==> config.mk <==
export PLATFORM = sky130hd
export DESIGN_NAME = wb_arbiter
export DESIGN_NICKNAME = d
export VERILOG_FILES = /design/src/rtl/wb_pkg.sv /design/src/rtl/wb_rr_select.sv /design/src/rtl/wb_arbiter.sv
export SDC_FILE = /design/constraint.sdc
export NUM_CORES = 1
export LEC_CHECK = 0
export CAP_MARGIN = 15
export CORE_MARGIN = 5
export CORE_UTILIZATION = 51
export CTS_CLUSTER_SIZE = 28
export DETAILED_ROUTE_END_ITERATION = 12
export GPL_ROUTABILITY_DRIVEN = 0
export PLACE_DENSITY = 0.85
export SYNTH_ARGS = -nofsm -noshare
export SYNTH_HDL_FRONTEND = slang
export SYNTH_SLANG_ARGS = --single-unit
==> constraint.sdc <==
create_clock -name clk -period 62.8 [get_ports clk]
set_clock_uncertainty 0.2 [all_clocks]
set_input_delay 12.56 -clock clk [delete_from_list [all_inputs] [get_ports clk]]
set_output_delay 12.56 -clock clk [all_outputs]
set_load 0.005 [all_outputs]
==> src/rtl/wb_pkg.sv <==
// Purpose: shared widths, register index/data types and pointer-width helper for the writeback arbiter.
// Latency: n/a (declarations only).
// Backpressure: n/a.
package wb_pkg;

  localparam int WB_S_INDEX = 5;
  localparam int WB_S_WIDTH = 32;

  typedef logic [WB_S_INDEX-1:0] reg_idx_t;
  typedef logic [WB_S_WIDTH-1:0] reg_data_t;

  // A one-source arbiter still needs a 1-bit pointer to keep the vector legal.
  function automatic int ptr_width(input int n);
    return (n > 1) ? $clog2(n) : 1;
  endfunction

endpackage

==> src/rtl/wb_rr_select.sv <==
// Purpose: rotating scan that picks up to num_write_ports eligible sources, skipping same-dest clashes.
// Latency: purely combinational.
// Backpressure: sources not in grant must hold; next_ptr == rr_ptr when nothing is granted.
// Ports: elig (valid & dest!=0), rr_ptr, src_dest in; grant mask, per-port vld/source index, next_ptr out.
module wb_rr_select
  import wb_pkg::*;
#(
  parameter int num_srcs        = 4,
  parameter int num_write_ports = 3,
  parameter int s_index         = WB_S_INDEX,
  parameter int ptr_w           = 2
) (
  input  logic [num_srcs-1:0]        elig,
  input  logic [ptr_w-1:0]           rr_ptr,
  input  logic [s_index-1:0]         src_dest [num_srcs],
  output logic [num_srcs-1:0]        grant,
  output logic [num_write_ports-1:0] port_vld,
  output logic [ptr_w-1:0]           port_src [num_write_ports],
  output logic [ptr_w-1:0]           next_ptr
);

  int   idx;
  int   n_gnt;
  logic clash;

  // The outer loop walks scan positions; the inner loop over k turns the
  // rotated position back into a constant source index so every select is static.
  always_comb begin
    grant    = '0;
    port_vld = '0;
    next_ptr = rr_ptr;
    idx      = 0;
    n_gnt    = 0;
    clash    = 1'b0;
    for (int j = 0; j < num_write_ports; j++) port_src[j] = '0;
    for (int i = 0; i < num_srcs; i++) begin
      idx = int'(rr_ptr) + i;
      if (idx >= num_srcs) idx = idx - num_srcs;
      for (int k = 0; k < num_srcs; k++) begin
        if (k == idx && elig[k] && n_gnt < num_write_ports) begin
          // Only sources already granted this cycle can block a later one.
          clash = 1'b0;
          for (int m = 0; m < num_srcs; m++) begin
            if (grant[m] && src_dest[m] == src_dest[k]) clash = 1'b1;
          end
          if (!clash) begin
            grant[k] = 1'b1;
            for (int j = 0; j < num_write_ports; j++) begin
              if (j == n_gnt) begin
                port_src[j] = ptr_w'(k);
                port_vld[j] = 1'b1;
              end
            end
            n_gnt    = n_gnt + 1;
            next_ptr = (k == num_srcs - 1) ? '0 : ptr_w'(k + 1);
          end
        end
      end
    end
  end

endmodule

==> src/rtl/wb_arbiter.sv <==
// Purpose: round-robin writeback arbiter driving the regfile write ports; sole owner of ld/dest/in.
// Latency: accepted at edge N, wr_ld high during cycle N+1 (regfile commits at edge N+1).
// Backpressure: src_ready low for sources beyond the port budget or clashing on dest; x0 results always accepted.
// Ports: clk, rst (async high); src_valid/src_ready/src_dest/src_data per producer; wr_ld/wr_dest/wr_data per port.
module wb_arbiter
  import wb_pkg::*;
#(
  parameter int s_index         = WB_S_INDEX,
  parameter int s_width         = WB_S_WIDTH,
  parameter int num_srcs        = 4,
  parameter int num_write_ports = 3
) (
  input  logic                       clk,
  input  logic                       rst,
  input  logic [num_srcs-1:0]        src_valid,
  output logic [num_srcs-1:0]        src_ready,
  input  logic [s_index-1:0]         src_dest [num_srcs],
  input  logic [s_width-1:0]         src_data [num_srcs],
  output logic [num_write_ports-1:0] wr_ld,
  output logic [s_index-1:0]         wr_dest  [num_write_ports],
  output logic [s_width-1:0]         wr_data  [num_write_ports]
);

  localparam int PW = ptr_width(num_srcs);

  logic [num_srcs-1:0]        elig;
  logic [num_srcs-1:0]        x0_hit;
  logic [num_srcs-1:0]        grant;
  logic [num_write_ports-1:0] port_vld;
  logic [PW-1:0]              port_src [num_write_ports];
  logic [PW-1:0]              next_ptr;

  logic [PW-1:0]              rr_ptr_q, rr_ptr_d;
  logic [num_write_ports-1:0] wr_ld_q, wr_ld_d;
  logic [s_index-1:0]         wr_dest_q [num_write_ports];
  logic [s_index-1:0]         wr_dest_d [num_write_ports];
  logic [s_width-1:0]         wr_data_q [num_write_ports];
  logic [s_width-1:0]         wr_data_d [num_write_ports];

  // x0 results are swallowed without using a port or moving the pointer.
  always_comb begin
    for (int k = 0; k < num_srcs; k++) begin
      elig[k]   = src_valid[k] && (src_dest[k] != '0);
      x0_hit[k] = src_valid[k] && (src_dest[k] == '0);
    end
  end

  wb_rr_select #(
    .num_srcs        (num_srcs),
    .num_write_ports (num_write_ports),
    .s_index         (s_index),
    .ptr_w           (PW)
  ) u_sel (
    .elig     (elig),
    .rr_ptr   (rr_ptr_q),
    .src_dest (src_dest),
    .grant    (grant),
    .port_vld (port_vld),
    .port_src (port_src),
    .next_ptr (next_ptr)
  );

  // Nothing may be accepted while reset holds the output registers clear.
  assign src_ready = rst ? '0 : (grant | x0_hit);

  always_comb begin
    rr_ptr_d = next_ptr;
    wr_ld_d  = port_vld;
    for (int j = 0; j < num_write_ports; j++) begin
      wr_dest_d[j] = wr_dest_q[j];
      wr_data_d[j] = wr_data_q[j];
      if (port_vld[j]) begin
        wr_dest_d[j] = src_dest[port_src[j]];
        wr_data_d[j] = src_data[port_src[j]];
      end
    end
  end

  always_ff @(posedge clk or posedge rst) begin
    if (rst) begin
      rr_ptr_q <= '0;
      wr_ld_q  <= '0;
      for (int j = 0; j < num_write_ports; j++) begin
        wr_dest_q[j] <= '0;
        wr_data_q[j] <= '0;
      end
    end else begin
      rr_ptr_q <= rr_ptr_d;
      wr_ld_q  <= wr_ld_d;
      for (int j = 0; j < num_write_ports; j++) begin
        wr_dest_q[j] <= wr_dest_d[j];
        wr_data_q[j] <= wr_data_d[j];
      end
    end
  end

  assign wr_ld   = wr_ld_q;
  assign wr_dest = wr_dest_q;
  assign wr_data = wr_data_q;

endmodule

==> results of run 1 <==
[registers in the layout, indices dropped and copies added (netlist names)]
register / cells
wr_data: 96
wr_dest: 15
wr_ld: 3
rr_ptr_q: 2
[cell usage after synthesis, drive strengths merged (22+ instances only)]
cell    number
nor2       178
dfrtp      116
mux2i      111
nand2      110
o22ai       77
buf         70
ha          49
a221oi      43
inv         41
a22oi       40
a31oi       40
mux2        38
clkbuf      29
a21oi       22
[cells by family after synthesis]
family	after synthesis	synth area share
compound gates	316	0.248
buf+inv	141	0.0692
mux	149	0.150
fa+ha+maj	49	0.0597
flops	116	0.283
xor+xnor	39	0.0347
simple gates	363	0.156
other cells	2	0.000731
[cell type report]
type | count | area (µm²) | share of cell area
antenna | 2 | 5.00 | 0.000368
clock buffer | 18 | 429 | 0.0316
clock inverter | 14 | 154 | 0.0113
inverter | 42 | 163 | 0.0120
multi-input combinational | 921 | 6740 | 0.496
sequential | 116 | 2900 | 0.214
tap | 270 | 338 | 0.0249
timing repair buffer | 289 | 2850 | 0.210
[per-stage QoR]
step,setup slack [ns],instance area (µm²),utilization,cells
2_1_floorplan,21.09,10300,-,1178
3_3_place_gp,18.65,13000,0.648,1638
3_5_place_dp,17.50,13000,0.648,1638
4_1_cts,17.46,13600,0.678,1670
5_1_grt,15.78,13600,0.678,1672
6_report,17.08,13600,0.678,1672
[layer usage]
| metal | routed length, µm | part of all wire |
|---|---|---|
| met5 | 0 | 0 |
| met4 | 2440 | 0.060 |
| met3 | 4400 | 0.11 |
| met2 | 18300 | 0.45 |
| met1 | 15700 | 0.38 |
[worst max-delay path, delay by kind of cell]
kind            cells  cell delay (ns)
fa+ha+maj          11             2.52
buf+inv            13             2.53
simple gates       22             6.09
xor+xnor            9             2.35
compound gates     22             6.91
[path summary, 6_finish.rpt]
kind	from	endpoint	slack [ns]	cells after the start
worst max register to register	rr_ptr_q[1]	wr_dest[7]	40.97	80
min in group asynchronous	rst	wr_data[93]	12.53	2
worst min-delay path	wr_data[63]	wr_data[63]	0.37	2
max in group asynchronous	rst	wr_data[6]	48.45	3
worst min register to register	wr_data[63]	wr_data[63]	0.37	2
worst max-delay path	src_dest[7]	src_ready[3]	17.08	77
==> impl_metrics.py, run 1 <==
metrics = {
    "run_status": {
        "status": "finished, final reports clean",
    },
    "finish": {
        "layout-drive-gt1-share": 0.113,
        "area_delta_synth_final_pct": 32.2,
        "n_fill_cell": 1573,
        "final_cell_mix": "clkdlybuf4s50_1 (271), nor2_1 (177), dfrtp_1 (116), mux2i_1 (111), nand2_1 (108)",
        "fin_nets": 1590,
        "final_common_cell": "clkdlybuf4s50_1",
    },
    "synth": {
        "syn_avg_cell_area_um2": 8.74,
        "synth_top_area_frac": 0.283,
        "ys_top_cells_by_area": "dfrtp_1 (28%), mux2i_1 (11%), nor2_1 (6.5%)",
        "yosys_warnings": 0,
        "netlist_instances": 1175,
        "yosysUniqueCellTypes": 94,
        "synth-edff-count": 0,
        "synth_seq_cells": 116,
        "ys_async_sr_fraction": 1.00,
        "mappedNetlistArea_um2": 10300,
        "synth_ff_type": "dfrtp_1",
        "yosysSeqAreaShare": 0.283,
        "synth_top_area_cell": "dfrtp_1",
    },
    "sta": {
        "period_needed_ns": 45.72,
        "whs_ns": 0.372,
        "drv_slew": 0,
        "fmax_mhz": 21.9,
        "max-slew-margin-rel": 0.238,
        "final.setup.tns_ns": 0,
        "setup_viol_count_final": 0,
        "fin_crit_sh": 0.728,
        "rsz0062_at_grt": "no",
        "worst_slew_pin_slew_ns": 1.14,
        "hold_viol": 0,
    },
    "floorplan": {
        "dieArea_um2": 23100,
        "start_util": 0.513,
        "coreArea_um2": 20000,
        "num_io_pins": 272,
        "rows": 52,
        "die_w_um": 152,
        "die_h_um": 152,
    },
    "global_route": {
        "grt_pass1_vias": 10974,
        "overflow": 0,
        "use_met2": 0.530,
        "grt_use_met3": 0.0836,
        "grt_max_degree": 72,
        "grt_first_pass_wirelength_um": 63900,
        "grt_util_met1": 0.436,
        "antenna_found_initial": 2,
        "top_usage_layer": "met2",
        "grt_use_total": 0.342,
    },
    "worst_setup_path": {
        "slowest_stage": "a2111oi_1",
        "critPathKind": "in -> out",
        "cp.required_ns": 50.04,
        "cp_common_cell": "ha_1",
        "start_kind": "input pin",
        "end_kind": "primary output",
        "cp.arrival_ns": 32.96,
        "slowest_delay_ns": 0.68,
        "crit_fanout": 13,
    },
    "detailed_routing": {
        "drtIter0Drc": 1321,
        "dr.pass1.iters": 6,
        "wirelength_um": 40900,
        "drcViolationCount": 0,
        "avgRoutedWirePerCell_um": 24.5,
        "vias": 11003,
        "vias_per_cell": 6.58,
        "drtAntennaViolNets": 0,
    },
    "clocking": {
        "holdBufCountCts": 0,
        "h-tree-depth": 4,
        "post_cts_buffers": 0,
        "cts_buffers": 17,
        "cts_tree": "done",
        "max-clock-path-buffers": 2,
        "cts-resized-gates": 0,
        "cts-root-buf": "clkbuf_16",
        "clock_latency_ns": 0.42,
        "cts_sinks": 116,
        "clkSlewWorstSetupHoldPaths_ns": 0.06,
    },
    "placed_design": {
        "dp_hpwl_um": 28500,
        "port_buffers": 271,
    },
    "worst_hold_path": {
        "min_path_type": "reg -> reg",
    },
    "run": {
        "max_cap_violations": 0,
    },
}
Power of run 1 is left out: the tool's default activity adds up to more than one toggle a clock period on the data nets, which glitch-free logic cannot reach.
==> inputs of run 2 (changes only) <==
--- a/config.mk
+++ b/config.mk
@@ -7,11 +7,11 @@
 export LEC_CHECK = 0
 export CAP_MARGIN = 15
 export CORE_MARGIN = 5
-export CORE_UTILIZATION = 51
+export CORE_UTILIZATION = 45
 export CTS_CLUSTER_SIZE = 28
 export DETAILED_ROUTE_END_ITERATION = 12
 export GPL_ROUTABILITY_DRIVEN = 0
-export PLACE_DENSITY = 0.85
+export PLACE_DENSITY = 0.8
 export SYNTH_ARGS = -nofsm -noshare
 export SYNTH_HDL_FRONTEND = slang
 export SYNTH_SLANG_ARGS = --single-unit
==> constraint.sdc (replaced) <==
create_clock -name clk -period 37.7 [get_ports clk]
set_clock_uncertainty 0.2 [all_clocks]
set_input_delay 7.54 -clock clk [delete_from_list [all_inputs] [get_ports clk]]
set_output_delay 7.54 -clock clk [all_outputs]
set_load 0.005 [all_outputs]
==> run 2 against run 1 <==
- design area increased by 0.43%
- global-route usage shrank 2.6 points
- flip-flop and latch count unchanged
- critical path type unchanged
- critical endpoint unchanged
==> impl_metrics.py, run 2 (synthesis results as in run 1) <==
metrics = {
    "worst_setup_path": {
        "r2r_slack_ns": 15.86,
        "slowest_delay_ns": 0.68,
        "crit_fanout": 13,
        "slowest_stage": "a2111oi_1",
        "cp.required_ns": 29.96,
        "end_kind": "primary output",
        "critPathTopFamily": "compound AO/OA/AOI/OAI gates",
        "start_kind": "input pin",
        "r2r_end": "wr_data[76]",
        "reg2reg_depth": 79,
        "cp.arrival_ns": 27.92,
        "critPathKind": "in -> out",
        "r2r-start": "rr_ptr_q[1]",
        "cp_common_cell": "ha_1",
        "path_buf_inv": 13,
    },
    "clocking": {
        "post_cts_buffers": 0,
        "cts_sinks": 116,
        "clkSlewWorstSetupHoldPaths_ns": 0.06,
        "cts_buffers": 17,
        "cts_tree": "done",
        "cts-root-buf": "clkbuf_16",
        "max-clock-path-buffers": 2,
        "h-tree-depth": 4,
        "clock_latency_ns": 0.43,
        "cts-resized-gates": 0,
        "holdBufCountCts": 0,
    },
    "finish": {
        "n_fill_cell": 1909,
        "multi_input_area_um2": 6760,
        "fin_nets": 1591,
        "final_common_cell": "clkdlybuf4s50_1",
        "largest_reg_flops": 96,
        "seq_area_um2": 2900,
        "area_delta_synth_final_pct": 32.8,
        "final_cell_mix": "clkdlybuf4s50_1 (271), nor2_1 (177), dfrtp_1 (116), mux2i_1 (111), nand2_1 (108)",
        "layout-drive-gt1-share": 0.115,
    },
    "global_route": {
        "antenna_found_initial": 2,
        "overflow": 0,
        "grt_use_total": 0.315,
        "grt_pass1_vias": 10946,
        "grt_first_pass_wirelength_um": 64400,
        "grt_max_degree": 43,
    },
    "sta": {
        "final.setup.tns_ns": 0,
        "rsz0062_at_grt": "no",
        "hold_viol": 0,
        "setup_viol_count_final": 0,
        "period_needed_ns": 35.66,
        "fin_crit_sh": 0.946,
        "drv_slew": 0,
        "worst_slew_pin_slew_ns": 1.11,
        "fmax_mhz": 28.0,
        "max-slew-margin-rel": 0.254,
    },
    "worst_hold_path": {
        "min_to": "wr_data[0]",
        "hold_path_depth": 2,
        "hold_start": "wr_data[0]",
        "min_path_type": "reg -> reg",
    },
    "detailed_routing": {
        "wirelength_um": 42800,
        "met3WireLength_um": 4910,
        "dr.pass1.iters": 9,
        "vias": 11067,
        "drt-met1-wl_um": 16500,
        "route.met2.wl_um": 19400,
        "drcViolationCount": 0,
        "drtIter0Drc": 1345,
        "top_layer_used": "met4",
        "avgRoutedWirePerCell_um": 25.3,
        "drtAntennaViolNets": 0,
        "vias_per_cell": 6.55,
    },
    "floorplan": {
        "start_util": 0.455,
        "die_h_um": 161,
        "dieArea_um2": 26000,
        "coreArea_um2": 22600,
        "die_w_um": 161,
        "num_io_pins": 272,
        "rows": 55,
    },
    "run": {
        "max_cap_violations": 0,
    },
    "placed_design": {
        "dp_hpwl_um": 28600,
        "port_buffers": 271,
    },
    "run_status": {
        "status": "finished, final reports clean",
    },
}
run 2: cell count changes in the layout (fill, tap and decap cells not counted):
cell	before	now
a32oi_4	1	2
nand3_2	3	4
clkinv_4	2	3
diode_2	2	3
nand3_1	12	11
clkinvlp_4	6	3
inv_6	3	4
clkbuf_1	1	0
buf_4	18	19
a32oi_2	1	0
inv_8	0	2
run 2: worst max path at each step:
stage / from / end / slack [ns] / depth (start not counted)
after floorplan: src_dest[17] / src_ready[3] / 6.03 / 82
after global placement: src_dest[6] / src_ready[3] / 3.51 / 77
after detailed placement: src_dest[6] / src_ready[3] / 2.49 / 77
after CTS: src_dest[6] / src_ready[3] / 2.44 / 77
after global routing: src_dest[6] / src_ready[3] / 0.64 / 77
final: src_dest[6] / src_ready[3] / 2.04 / 77
run 2: final cells by class:
type                            instances  area share
Antenna cell                            3    0.000550
Multi-Input combinational cell        921       0.496
Timing Repair Buffer                  290       0.209
Clock buffer                           17      0.0312
Sequential cell                       116       0.213
Inverter                               42      0.0119
Clock inverter                         15      0.0126
Tap cell                              285      0.0261
run 2: layer usage:
layer	vias up	GRT usage
met5	-	0
met4	0	0.149
met3	199	0.0855
met2	854	0.502
met1	5257	0.399
li1	4757	-
run 2: stage by stage:
stage                     hold slack [ns]  cells  setup slack (ns)  area (µm²)   util
final                               0.362   1689              2.04       13600  0.604
after global routing                0.383   1688             0.638       13600  0.604
after CTS                           0.373   1686              2.44       13600  0.604
after detailed placement            0.358   1654              2.49       13000  0.578
after global placement              0.313   1654              3.51       13000  0.578
after floorplan                     0.311   1178              6.03       10300      -
run 2: worst min-delay path, delay by kind of cell, from the launching register on:
family / cells / cell delay (ns)
simple gates: 1 / 0.10
compound gates: 1 / 0.07
flops: 1 / 0.36
Power of run 2 is left out for the same reason.
==> inputs of run 3 (changes only) <==
--- a/config.mk
+++ b/config.mk
@@ -5,7 +5,6 @@
 export SDC_FILE = /design/constraint.sdc
 export NUM_CORES = 1
 export LEC_CHECK = 0
-export CAP_MARGIN = 15
 export CORE_MARGIN = 5
 export CORE_UTILIZATION = 45
 export CTS_CLUSTER_SIZE = 28
==> results of run 3 <==
Final layout, timing and power as in run 2 (identical DEF).
Power of run 3 is left out for the same reason.
